$ cat config.mk
export PLATFORM = sky130hd
export DESIGN_NAME = stage_exe_flat
export DESIGN_NICKNAME = d
export VERILOG_FILES = /design/src/rtl/stage_exe_if.sv /design/src/rtl/stage_exe.sv /design/src/flat_wrapper.sv
export SDC_FILE = /design/constraint.sdc
export NUM_CORES = 2
export LEC_CHECK = 0
export ABC_AREA = 1
export BUFFER_PORTS_ARGS = -buffer_cell sky130_fd_sc_hd__buf_2
export CAP_MARGIN = 10
export CORE_MARGIN = 2
export CORE_UTILIZATION = 59
export CTS_CLUSTER_SIZE = 20
export DETAILED_ROUTE_END_ITERATION = 12
export MAX_ROUTING_LAYER = met4
export PLACE_DENSITY = 0.8
export SLEW_MARGIN = 0
export SYNTH_ARGS = -nofsm -noshare
export SYNTH_HDL_FRONTEND = slang
export SYNTH_SLANG_ARGS = --single-unit
$ cat constraint.sdc
create_clock -name cpu_clk_50M -period 7.2 [get_ports cpu_clk_50M]
set_clock_uncertainty 0.15 [all_clocks]
set_input_delay 0 -clock cpu_clk_50M [delete_from_list [all_inputs] [get_ports cpu_clk_50M]]
set_output_delay 0 -clock cpu_clk_50M [all_outputs]
set_load 0.02 [all_outputs]
$ cat src/rtl/stage_exe_if.sv
// Execute-stage types and the bundle carrying decoded control/operands in and results out.
// Latency: none; the interface holds wires only.
// Backpressure: stall is carried as exe_o_stallreq; there is no per-signal handshake.
package stage_exe_pkg;

   typedef enum logic [2:0] {
      ALU_NOP   = 3'd0,
      ALU_ARITH = 3'd1,
      ALU_LOGIC = 3'd2,
      ALU_MOVE  = 3'd3,
      ALU_SHIFT = 3'd4
   } alutype_enum;

   typedef enum logic [3:0] {
      OP_NONE = 4'd0,
      OP_ADD  = 4'd1,
      OP_SUB  = 4'd2,
      OP_LT   = 4'd3,
      OP_AND  = 4'd4,
      OP_OR   = 4'd5,
      OP_XOR  = 4'd6,
      OP_NOR  = 4'd7,
      OP_LL   = 4'd8,
      OP_RL   = 4'd9,
      OP_RA   = 4'd10,
      OP_HI   = 4'd11,
      OP_LO   = 4'd12,
      OP_MULT = 4'd13,
      OP_DIV  = 4'd14
   } aluop_code_enum;

   typedef struct packed {
      logic           sign;
      aluop_code_enum code;
   } aluop_struct;

   typedef struct packed {
      logic       load;
      logic       store;
      logic [1:0] size;
      logic       sext;
   } memop_struct;

endpackage

interface stage_exe_if;
   import stage_exe_pkg::*;

   alutype_enum  exe_i_alutype;
   aluop_struct  exe_i_aluop;
   logic [31:0]  exe_i_src1;
   logic [31:0]  exe_i_src2;
   logic         exe_i_rfwe;
   logic [4:0]   exe_i_rfwa;
   logic         exe_i_hilowe;
   logic         exe_i_dm2rf;
   memop_struct  exe_i_memop;
   logic [31:0]  exe_i_dmdin;
   logic [31:0]  exe_i_hi;
   logic [31:0]  exe_i_lo;
   logic         exe_i_flush;

   logic [31:0]  exe_o_alures;
   logic [63:0]  exe_o_hilo;
   logic         exe_o_rfwe;
   logic [4:0]   exe_o_rfwa;
   logic         exe_o_hilowe;
   logic         exe_o_dm2rf;
   memop_struct  exe_o_memop;
   logic [31:0]  exe_o_dmdin;
   logic         exe_o_stallreq;

   // Upstream register / testbench side: drives control and operands, observes results.
   modport master (
      output exe_i_alutype, exe_i_aluop, exe_i_src1, exe_i_src2, exe_i_rfwe, exe_i_rfwa,
             exe_i_hilowe, exe_i_dm2rf, exe_i_memop, exe_i_dmdin, exe_i_hi, exe_i_lo, exe_i_flush,
      input  exe_o_alures, exe_o_hilo, exe_o_rfwe, exe_o_rfwa, exe_o_hilowe, exe_o_dm2rf,
             exe_o_memop, exe_o_dmdin, exe_o_stallreq
   );

   // Execute stage side.
   modport slave (
      input  exe_i_alutype, exe_i_aluop, exe_i_src1, exe_i_src2, exe_i_rfwe, exe_i_rfwa,
             exe_i_hilowe, exe_i_dm2rf, exe_i_memop, exe_i_dmdin, exe_i_hi, exe_i_lo, exe_i_flush,
      output exe_o_alures, exe_o_hilo, exe_o_rfwe, exe_o_rfwa, exe_o_hilowe, exe_o_dm2rf,
             exe_o_memop, exe_o_dmdin, exe_o_stallreq
   );

endinterface

$ cat src/rtl/stage_exe.sv
// Execute stage: ALU, 64-bit multiply, iterative radix-2 restoring divide, store-path pass-through.
// Latency: combinational for everything except DIV (DIV_CYCLES+1 stall cycles, 1 for divide by zero).
// Backpressure: raises exe_o_stallreq while a divide runs; upstream holds its inputs frozen meanwhile.
module stage_exe
   import stage_exe_pkg::*;
#(
   parameter int DIV_CYCLES = 32
) (
   input  logic       cpu_clk_50M,
   input  logic       cpu_rst_n,
   stage_exe_if.slave exe
);

   localparam int             CW       = $clog2(DIV_CYCLES);
   localparam logic [CW-1:0]  CNT_LAST = CW'(DIV_CYCLES - 1);

   typedef enum logic [1:0] {
      S_IDLE = 2'd0,
      S_BUSY = 2'd1,
      S_DONE = 2'd2
   } div_state_e;

   div_state_e    state;
   div_state_e    state_nxt;
   logic          div_start;
   logic          div_step;
   logic          stall;

   logic [CW-1:0] cnt;
   logic [31:0]   rem_q;
   logic [31:0]   quo_q;
   logic [31:0]   dvs_q;
   logic          q_neg;
   logic          r_neg;

   logic          is_div;
   logic          is_mult;
   logic          sgn;
   logic          div_zero;
   logic          a_neg;
   logic          b_neg;
   logic [31:0]   a_abs;
   logic [31:0]   b_abs;

   logic [32:0]   trial_shift;
   logic [32:0]   trial_diff;
   logic [31:0]   div_hi;
   logic [31:0]   div_lo;
   logic [63:0]   mul_a;
   logic [63:0]   mul_b;
   logic [63:0]   mul_prod;

   assign sgn      = exe.exe_i_aluop.sign;
   assign is_div   = (exe.exe_i_alutype == ALU_NOP) && (exe.exe_i_aluop.code == OP_DIV);
   assign is_mult  = (exe.exe_i_alutype == ALU_NOP) && (exe.exe_i_aluop.code == OP_MULT);
   assign div_zero = (exe.exe_i_src2 == 32'd0);

   // Magnitudes are only taken for signed divides; unsigned operands pass through unchanged.
   assign a_neg = sgn & exe.exe_i_src1[31];
   assign b_neg = sgn & exe.exe_i_src2[31];
   assign a_abs = a_neg ? (~exe.exe_i_src1 + 32'd1) : exe.exe_i_src1;
   assign b_abs = b_neg ? (~exe.exe_i_src2 + 32'd1) : exe.exe_i_src2;

   // One restoring step: shift the next dividend bit into the partial remainder and try a subtract.
   assign trial_shift = {rem_q, quo_q[31]};
   assign trial_diff  = trial_shift - {1'b0, dvs_q};

   // Sign correction happens on the way out so the iteration itself stays unsigned.
   assign div_lo = q_neg ? (~quo_q + 32'd1) : quo_q;
   assign div_hi = r_neg ? (~rem_q + 32'd1) : rem_q;

   // Sign-extending to 64 bits makes the low 64 product bits correct for both signed and unsigned.
   assign mul_a    = {{32{sgn & exe.exe_i_src1[31]}}, exe.exe_i_src1};
   assign mul_b    = {{32{sgn & exe.exe_i_src2[31]}}, exe.exe_i_src2};
   assign mul_prod = mul_a * mul_b;

   // Divider state register.
   always_ff @(posedge cpu_clk_50M or negedge cpu_rst_n) begin
      if (!cpu_rst_n) begin
         state <= S_IDLE;
      end else begin
         state <= state_nxt;
      end
   end

   // Divider next state and stall request; a flush always wins and lands in IDLE.
   always_comb begin
      state_nxt = state;
      div_start = 1'b0;
      div_step  = 1'b0;
      stall     = 1'b0;
      case (state)
         S_IDLE: begin
            if (is_div && !exe.exe_i_flush) begin
               div_start = 1'b1;
               stall     = 1'b1;
               state_nxt = div_zero ? S_DONE : S_BUSY;
            end
         end
         S_BUSY: begin
            div_step = 1'b1;
            stall    = 1'b1;
            if (cnt == CNT_LAST) begin
               state_nxt = S_DONE;
            end
         end
         S_DONE: begin
            state_nxt = S_IDLE;
         end
         default: begin
            state_nxt = S_IDLE;
         end
      endcase
      if (exe.exe_i_flush) begin
         state_nxt = S_IDLE;
      end
   end

   // Divider datapath: latch operands on start, then one quotient bit per BUSY cycle.
   always_ff @(posedge cpu_clk_50M or negedge cpu_rst_n) begin
      if (!cpu_rst_n) begin
         cnt   <= '0;
         rem_q <= '0;
         quo_q <= '0;
         dvs_q <= '0;
         q_neg <= 1'b0;
         r_neg <= 1'b0;
      end else if (div_start) begin
         cnt <= '0;
         if (div_zero) begin
            // Divide by zero skips iteration; results are preloaded raw with no sign fix-up.
            quo_q <= 32'hFFFF_FFFF;
            rem_q <= exe.exe_i_src1;
            dvs_q <= '0;
            q_neg <= 1'b0;
            r_neg <= 1'b0;
         end else begin
            quo_q <= a_abs;
            rem_q <= '0;
            dvs_q <= b_abs;
            q_neg <= a_neg ^ b_neg;
            r_neg <= a_neg;
         end
      end else if (div_step) begin
         cnt <= cnt + CW'(1);
         if (trial_diff[32]) begin
            rem_q <= trial_shift[31:0];
            quo_q <= {quo_q[30:0], 1'b0};
         end else begin
            rem_q <= trial_diff[31:0];
            quo_q <= {quo_q[30:0], 1'b1};
         end
      end
   end

   // ALU result, selected by operation class then sub-operation.
   always_comb begin
      exe.exe_o_alures = 32'd0;
      case (exe.exe_i_alutype)
         ALU_ARITH: begin
            case (exe.exe_i_aluop.code)
               OP_ADD:  exe.exe_o_alures = exe.exe_i_src1 + exe.exe_i_src2;
               OP_SUB:  exe.exe_o_alures = exe.exe_i_src1 - exe.exe_i_src2;
               OP_LT: begin
                  if (sgn) begin
                     exe.exe_o_alures = {31'd0, $signed(exe.exe_i_src1) < $signed(exe.exe_i_src2)};
                  end else begin
                     exe.exe_o_alures = {31'd0, exe.exe_i_src1 < exe.exe_i_src2};
                  end
               end
               default: exe.exe_o_alures = 32'd0;
            endcase
         end
         ALU_LOGIC: begin
            case (exe.exe_i_aluop.code)
               OP_AND:  exe.exe_o_alures = exe.exe_i_src1 & exe.exe_i_src2;
               OP_OR:   exe.exe_o_alures = exe.exe_i_src1 | exe.exe_i_src2;
               OP_XOR:  exe.exe_o_alures = exe.exe_i_src1 ^ exe.exe_i_src2;
               OP_NOR:  exe.exe_o_alures = ~(exe.exe_i_src1 | exe.exe_i_src2);
               default: exe.exe_o_alures = 32'd0;
            endcase
         end
         ALU_SHIFT: begin
            case (exe.exe_i_aluop.code)
               OP_LL:   exe.exe_o_alures = exe.exe_i_src2 << exe.exe_i_src1[4:0];
               OP_RL:   exe.exe_o_alures = exe.exe_i_src2 >> exe.exe_i_src1[4:0];
               OP_RA:   exe.exe_o_alures = $signed(exe.exe_i_src2) >>> exe.exe_i_src1[4:0];
               default: exe.exe_o_alures = 32'd0;
            endcase
         end
         ALU_MOVE: begin
            case (exe.exe_i_aluop.code)
               OP_HI:   exe.exe_o_alures = exe.exe_i_hi;
               OP_LO:   exe.exe_o_alures = exe.exe_i_lo;
               default: exe.exe_o_alures = 32'd0;
            endcase
         end
         default: exe.exe_o_alures = 32'd0;
      endcase
   end

   // HI/LO result: divide result only in its DONE cycle, otherwise the product for MULT.
   always_comb begin
      exe.exe_o_hilo = 64'd0;
      if (state == S_DONE) begin
         exe.exe_o_hilo = {div_hi, div_lo};
      end else if (is_mult) begin
         exe.exe_o_hilo = mul_prod;
      end
   end

   assign exe.exe_o_stallreq = stall & cpu_rst_n;

   assign exe.exe_o_rfwe   = exe.exe_i_rfwe;
   assign exe.exe_o_rfwa   = exe.exe_i_rfwa;
   assign exe.exe_o_hilowe = exe.exe_i_hilowe;
   assign exe.exe_o_dm2rf  = exe.exe_i_dm2rf;
   assign exe.exe_o_memop  = exe.exe_i_memop;
   assign exe.exe_o_dmdin  = exe.exe_i_dmdin;

endmodule

$ cat src/flat_wrapper.sv
// flat-port wrapper written by rule: the top's interface ports become plain ports
module stage_exe_flat import stage_exe_pkg::*;
#(
   parameter int DIV_CYCLES = 32
)
  (cpu_clk_50M, cpu_rst_n, exe_exe_i_alutype, exe_exe_i_aluop, exe_exe_i_src1, exe_exe_i_src2, exe_exe_i_rfwe, exe_exe_i_rfwa, exe_exe_i_hilowe, exe_exe_i_dm2rf, exe_exe_i_memop, exe_exe_i_dmdin, exe_exe_i_hi, exe_exe_i_lo, exe_exe_i_flush, exe_exe_o_alures, exe_exe_o_hilo, exe_exe_o_rfwe, exe_exe_o_rfwa, exe_exe_o_hilowe, exe_exe_o_dm2rf, exe_exe_o_memop, exe_exe_o_dmdin, exe_exe_o_stallreq);
  stage_exe_if exe_i ();
  input  logic cpu_clk_50M;
  input  logic cpu_rst_n;
  input wire logic [$bits(exe_i.exe_i_alutype)-1:0] exe_exe_i_alutype;
  input wire logic [$bits(exe_i.exe_i_aluop)-1:0] exe_exe_i_aluop;
  input wire logic [$bits(exe_i.exe_i_src1)-1:0] exe_exe_i_src1;
  input wire logic [$bits(exe_i.exe_i_src2)-1:0] exe_exe_i_src2;
  input wire logic [$bits(exe_i.exe_i_rfwe)-1:0] exe_exe_i_rfwe;
  input wire logic [$bits(exe_i.exe_i_rfwa)-1:0] exe_exe_i_rfwa;
  input wire logic [$bits(exe_i.exe_i_hilowe)-1:0] exe_exe_i_hilowe;
  input wire logic [$bits(exe_i.exe_i_dm2rf)-1:0] exe_exe_i_dm2rf;
  input wire logic [$bits(exe_i.exe_i_memop)-1:0] exe_exe_i_memop;
  input wire logic [$bits(exe_i.exe_i_dmdin)-1:0] exe_exe_i_dmdin;
  input wire logic [$bits(exe_i.exe_i_hi)-1:0] exe_exe_i_hi;
  input wire logic [$bits(exe_i.exe_i_lo)-1:0] exe_exe_i_lo;
  input wire logic [$bits(exe_i.exe_i_flush)-1:0] exe_exe_i_flush;
  output wire logic [$bits(exe_i.exe_o_alures)-1:0] exe_exe_o_alures;
  output wire logic [$bits(exe_i.exe_o_hilo)-1:0] exe_exe_o_hilo;
  output wire logic [$bits(exe_i.exe_o_rfwe)-1:0] exe_exe_o_rfwe;
  output wire logic [$bits(exe_i.exe_o_rfwa)-1:0] exe_exe_o_rfwa;
  output wire logic [$bits(exe_i.exe_o_hilowe)-1:0] exe_exe_o_hilowe;
  output wire logic [$bits(exe_i.exe_o_dm2rf)-1:0] exe_exe_o_dm2rf;
  output wire logic [$bits(exe_i.exe_o_memop)-1:0] exe_exe_o_memop;
  output wire logic [$bits(exe_i.exe_o_dmdin)-1:0] exe_exe_o_dmdin;
  output wire logic [$bits(exe_i.exe_o_stallreq)-1:0] exe_exe_o_stallreq;
  assign exe_i.exe_i_alutype = exe_exe_i_alutype;
  assign exe_i.exe_i_aluop = exe_exe_i_aluop;
  assign exe_i.exe_i_src1 = exe_exe_i_src1;
  assign exe_i.exe_i_src2 = exe_exe_i_src2;
  assign exe_i.exe_i_rfwe = exe_exe_i_rfwe;
  assign exe_i.exe_i_rfwa = exe_exe_i_rfwa;
  assign exe_i.exe_i_hilowe = exe_exe_i_hilowe;
  assign exe_i.exe_i_dm2rf = exe_exe_i_dm2rf;
  assign exe_i.exe_i_memop = exe_exe_i_memop;
  assign exe_i.exe_i_dmdin = exe_exe_i_dmdin;
  assign exe_i.exe_i_hi = exe_exe_i_hi;
  assign exe_i.exe_i_lo = exe_exe_i_lo;
  assign exe_i.exe_i_flush = exe_exe_i_flush;
  assign exe_exe_o_alures = exe_i.exe_o_alures;
  assign exe_exe_o_hilo = exe_i.exe_o_hilo;
  assign exe_exe_o_rfwe = exe_i.exe_o_rfwe;
  assign exe_exe_o_rfwa = exe_i.exe_o_rfwa;
  assign exe_exe_o_hilowe = exe_i.exe_o_hilowe;
  assign exe_exe_o_dm2rf = exe_i.exe_o_dm2rf;
  assign exe_exe_o_memop = exe_i.exe_o_memop;
  assign exe_exe_o_dmdin = exe_i.exe_o_dmdin;
  assign exe_exe_o_stallreq = exe_i.exe_o_stallreq;
  stage_exe #(.DIV_CYCLES(DIV_CYCLES)) u_core (.cpu_clk_50M(cpu_clk_50M), .cpu_rst_n(cpu_rst_n), .exe(exe_i));
endmodule
---- Word level (Yosys, flattened, before mapping) ----
Cells that the tools add are included.
word-level totals
  latch bits .............................. 0
  ROM bits ................................ 0
  input port bits ......................... 184
  bits in writable memories ............... 0
  word-level logic and storage cells ...... 99
  output and inout port bits .............. 142
  flip-flop bits (word level) ............. 105
  memories kept ........................... 0
cells by class
  order comparisons ....................... 2
  $add $sub $neg .......................... 8
  reduce and logical (&&, ||, !) cells .... 9
  shift operators ......................... 3
  $mul .................................... 1
  multiplexer cells ....................... 34
  equality and inequality tests ........... 23
  bitwise logic cells ..................... 12
  divide/modulo/power cells ............... 0
operators by type and width
  kind                   count
  $mux 32                12
  $pmux 32 s4            2
  $pmux 32 s3            2
  $not 32->32            5
  $add 32x1->32 const B  4
  $mux 64                2
  $lt 32x32->1           2
  $mul 33x33->64         1
  $pmux 32 s2            1
  $sub 33x32->33         1
  $add 32x32->32         1
  $and 32x32->32         1
  $logic_not 32->1       1
  $or 32x32->32          1
  $shl 32x5->32          1
  $shr 32x5->32          1
  $sshr 32x5->32         1
  $sub 32x32->32         1
  $xor 32x32->32         1
  $eq 4x4->1 const B     7
  $eq 4x3->1 const B     4
  $mux 5                 2
  $eq 4x2->1 const B     2
  $mux 2                 4
  20 further kinds       32

---- Longest topological paths before layout ----
  depth after elaboration ................. 6
  gate-level depth with buffers ........... 34
  mapped depth without buffers ............ 32

---- Worst setup path before layout ----
OpenSTA, ideal clock, no wires.
  kind .................................... input -> output
  start ................................... in exe_exe_i_src1[31]
  end ..................................... out exe_exe_o_hilo[50]
  stages .................................. 28
  data required time ...................... 7,050 ps
  data arrival time ....................... 7,465 ps
  path buffers ............................ 3
  path slack .............................. -415 ps
  cells stage by stage .................... buf_2 > nand2_1 > clkbuf_1 > buf_1 > nor2_1 > fa_1 > inv_1 > fa_1 > inv_1 > fa_1 > fa_1 > inv_1 > fa_1 > inv_1 > fa_1 > inv_1 > fa_1 > fa_1 > inv_1 > ha_1 > nand2_1 > nor2_1 > inv_1 > nor3_1 > nand3_1 > nand3_1 > nor2_1 > o21ai_0
on the way
  longest elaborated chain between the ends .. 4
RTL lines
  element           RTL line            RTL
  start, declared   flat_wrapper.sv:12  input wire logic [$bits(exe_i.exe_i_src1)-1:0] exe_exe_i_src1;
  $and 1x1->1       stage_exe.sv:73     assign mul_a = {{32{sgn & exe.exe_i_src1[31]}}, exe.exe_i_src1};
  $mul 33x33->64 *  stage_exe.sv:75     assign mul_prod = mul_a * mul_b;
  $mux 64 *         stage_exe.sv:207    end else if (is_mult) begin
  $mux 64 *         stage_exe.sv:205    if (state == S_DONE) begin
  end, declared     flat_wrapper.sv:24  output wire logic [$bits(exe_i.exe_o_hilo)-1:0] exe_exe_o_hilo;
Every way passes the cells marked *; elsewhere a longest branch is shown, timed or not.

---- Worst setup path after layout ----
  start ................................... in exe_exe_i_src2[1]
  end ..................................... out exe_exe_o_hilo[51]
on the way
  longest elaborated chain between the ends .. 3
RTL lines
  element          RTL line            RTL
  start, declared  flat_wrapper.sv:13  input wire logic [$bits(exe_i.exe_i_src2)-1:0] exe_exe_i_src2;
  $mul 33x33->64   stage_exe.sv:75
  $mux 64          stage_exe.sv:207
  $mux 64          stage_exe.sv:205
No other way between the ends.

==> impl_metrics.yaml <==
final_layout:
  drive_above_1_share_pct: 15.8
  seq_area_mm2: 0.00263
  utilization_pct: 69.7
  multi_input_area_mm2: 0.0512
  fill_cells: 8588
  area_delta_synth_final_pct: 16.8
  final_nets: 11400
sta:
  fmax_mhz: 137
  slew_violations: 0
  timing.final.ws_setup_ns: -0.100
  rsz0062_at_grt: "yes"
  slew_headroom_pct: 11.2
  finalCriticalPeriod_ns: 7.30
  setup_viol: 9
  fin_crit_sh_pct: 101
  worstMarginPinSlew_ns: 1.33
  finalHoldViolCount: 0
setup_path:
  cp.required_ns: 7.05
  path_max_fanout: 5
  worstRegToRegCells: 8
  start_kind: "input pin"
  r2r_end: "u_core.rem_q[24]"
  r2r_slack_ns: 2.97
  r2r-start: "u_core.state[0]"
  criticalPathCategory: "in2out"
  slowest_stage: "fa_1"
  crit_arrival_ns: 7.15
  slowest_delay_ns: 0.63
  cp-end-kind: "primary output"
  timing.critical_path.mode_cell: "fa_1"
clock_network:
  cts_tree: "built"
  cts.sinks: 105
  insertion_delay_ns: 0.41
  clk_pin_slew_ns: 0.10
  cts_buffer_depth: 2
  htreeDepth: 3
  numCtsBuffers: 9
  cts-root-buf: "clkbuf_16"
yosys:
  synthAdderAreaFrac_pct: 43.4
  synth_compound_area_share_pct: 8.67
  synthXorXnorAreaFrac_pct: 1.21
  muxShareOfSynthArea_pct: 0.0968
  netlist.area_leader.share_pct: 36.4
  avgSynthCellArea_um2: 6.76
  post-synth-top-area-cell: "fa_1"
  synthSimpleGateAreaFrac_pct: 26.0
  ys_ff_latch: 105
  syn_area_mm2: 0.0620
  synth_top_family_by_area: "adder cells"
  synth_area_leaders: "fa_1 (36%), nand2_1 (15%), inv_1 (13%)"
  syn_nets: 10800
  synth_seq_area_share_pct: 4.23
  yosys_warnings: 0
  syn_inst: 9176
  yosysUniqueCellTypes: 62
routing:
  viasPerCell: 6.10
  post_drt_wl_per_cell_um: 25.8
  ant_nets: 0
  drc: 0
  drt-pass1-iter-count: 9
  routed_wl_mm: 286
  num_vias: 67700
  drtIter0Drc: 10200
floorplan:
  die_area_mm2: 0.108
  pin_count: 326
  die-height_um: 328
  die_w_um: 328
  rows: 118
  initial_utilization_pct: 59.7
  core_mm2: 0.104
place:
  globalplace.congestion: 1.12
  io_buffers: 235
  dpl.hpwl_mm: 235
global_route:
  grt_max_degree: 79
  grt_pass1_vias: 66300
  grt_overflow: 0
  antenna_found_initial: 12
  track_usage_pct: 53.6
  grt_pass1_wl_mm: 413
hold_path:
  hp-class: "in2async"
run_status:
  status: "finished, violations left"
  violations: "setup timing"
job:
  drv_cap: 0
-- sequential cells by signal, indices dropped and copies added, names as in the netlist --
signal / count
u_core.dvs_q: 32
u_core.quo_q: 32
u_core.rem_q: 32
u_core.cnt: 5
u_core.state: 2
u_core.q_neg: 1
u_core.r_neg: 1
-- worst max-delay path, delay by kind of cell --
family                   cells  cell delay [ns]
buffers and inverters       11             1.29
AND/OR/NAND/NOR              9             1.30
adder cells (fa/ha/maj)      9             4.55
-- routing by layer --
| metal | routed length (um) | global-route usage (%) | vias up |
|---|---|---|---|
| li1 | - | - | 28400 |
| met1 | 99100 | 66.5 | 32000 |
| met2 | 116000 | 74.3 | 5824 |
| met3 | 44800 | 18.1 | 1457 |
| met4 | 26000 | 35.0 | 0 |
| met5 | 0 | - | - |
-- stage by stage --
step	hold WS, ns	std cells	setup WS (ns)	area [um^2]	TNS [ns]
finish	0.00225	11100	-0.100	72500	-0.342
floorplan	-0.446	9176	0.0592	62100	0
global placement	-0.150	11000	-0.202	68600	-2.70
global route	0.0625	11100	-0.179	72500	-2.69
CTS	0.000165	11000	-0.0132	69800	-0.0165
detailed placement	-0.150	11000	-0.276	68600	-5.03
-- cells in the final DEF, fill, tap and decap left out, types with 70 or more instances in the layout --
| cell | count |
|---|---|
| dfrtp_1 | 105 |
| o21ai_0 | 294 |
| inv_2 | 92 |
| a21oi_1 | 310 |
| buf_12 | 81 |
| nand2_1 | 2468 |
| buf_2 | 161 |
| nand2_2 | 70 |
| nand3_1 | 538 |
| o21ai_1 | 76 |
| inv_1 | 2013 |
| buf_4 | 603 |
| buf_6 | 70 |
| fa_1 | 1091 |
| nor2_1 | 467 |
| ha_1 | 304 |
-- worst max-delay path by stage --
stage,start,endpoint,slack [ns],cells after the start
after CTS,exe_exe_i_src1[18],exe_exe_o_hilo[62],-0.01,32
after floorplan,exe_exe_i_src1[31],exe_exe_o_hilo[62],0.06,30
final,exe_exe_i_src2[1],exe_exe_o_hilo[51],-0.10,29
after global placement,exe_exe_i_src1[26],exe_exe_o_hilo[55],-0.20,32
after detailed placement,exe_exe_i_aluop[4],exe_exe_o_hilo[62],-0.28,28
after global routing,exe_exe_i_aluop[4],exe_exe_o_hilo[51],-0.18,31
-- cell families (layout without fill, tap and decap cells) --
logic type	count (synthesis)	in the layout
adders and majority gates	1474	1474
muxes	6	6
buffers and inverters	2611	3133
AOI/OAI and AO/OA	972	972
DFF	105	105
xor gates and xnor gates	86	86
other	0	16
and+or+nand+nor	3922	3923
-- layout make-up --
cell class	instances	area share, %
Sequential cell	105	3.63
Clock buffer	9	0.311
Antenna cell	16	0.0553
Timing Repair Buffer	990	11.7
Clock inverter	7	0.126
Tap cell	1380	2.38
Multi-Input combinational cell	6461	70.7
Inverter	2127	11.1
-- synthesized netlist by cell type (all sizes together) --
| cell type | count |
|---|---|
| a211oi | 1 |
| a21boi | 3 |
| a21o | 6 |
| a21oi | 380 |
| a221oi | 16 |
| a22o | 4 |
| a31oi | 14 |
| a32o | 1 |
| and2 | 4 |
| and3 | 8 |
| buf | 257 |
| clkbuf | 227 |
| clkinv | 10 |
| dfrtp | 105 |
| fa | 1128 |
| ha | 346 |
| inv | 2117 |
| mux2i | 6 |
| nand2 | 2559 |
| nand2b | 1 |
| nand3 | 563 |
| nand3b | 20 |
| nand4 | 70 |
| nor2 | 592 |
| nor3 | 75 |
| nor4 | 13 |
| o2111ai | 3 |
| o211ai | 31 |
| o21a | 10 |
| o21ai | 394 |
| o21bai | 22 |
| o221ai | 6 |
| o22ai | 70 |
| o31ai | 8 |
| o32ai | 2 |
| o41ai | 1 |
| or2 | 17 |
| xnor2 | 28 |
| xor2 | 58 |
-- repair_timing --
| item | CTS | global route |
|---|---|---|
| resized for setup | 119 | 657 |
| hold buffers | 47 | 0 |
| cloned | 1 | 2 |
| endpoints found under the hold margin | 87 | 0 |
| buffers inserted | 5 | 53 |
| pin swaps | 9 | 186 |
| setup endpoints to repair | 34 | 42 |
Power is not shown: default switching activity piles up to over one toggle a cycle in this logic, so the estimate is an artifact.
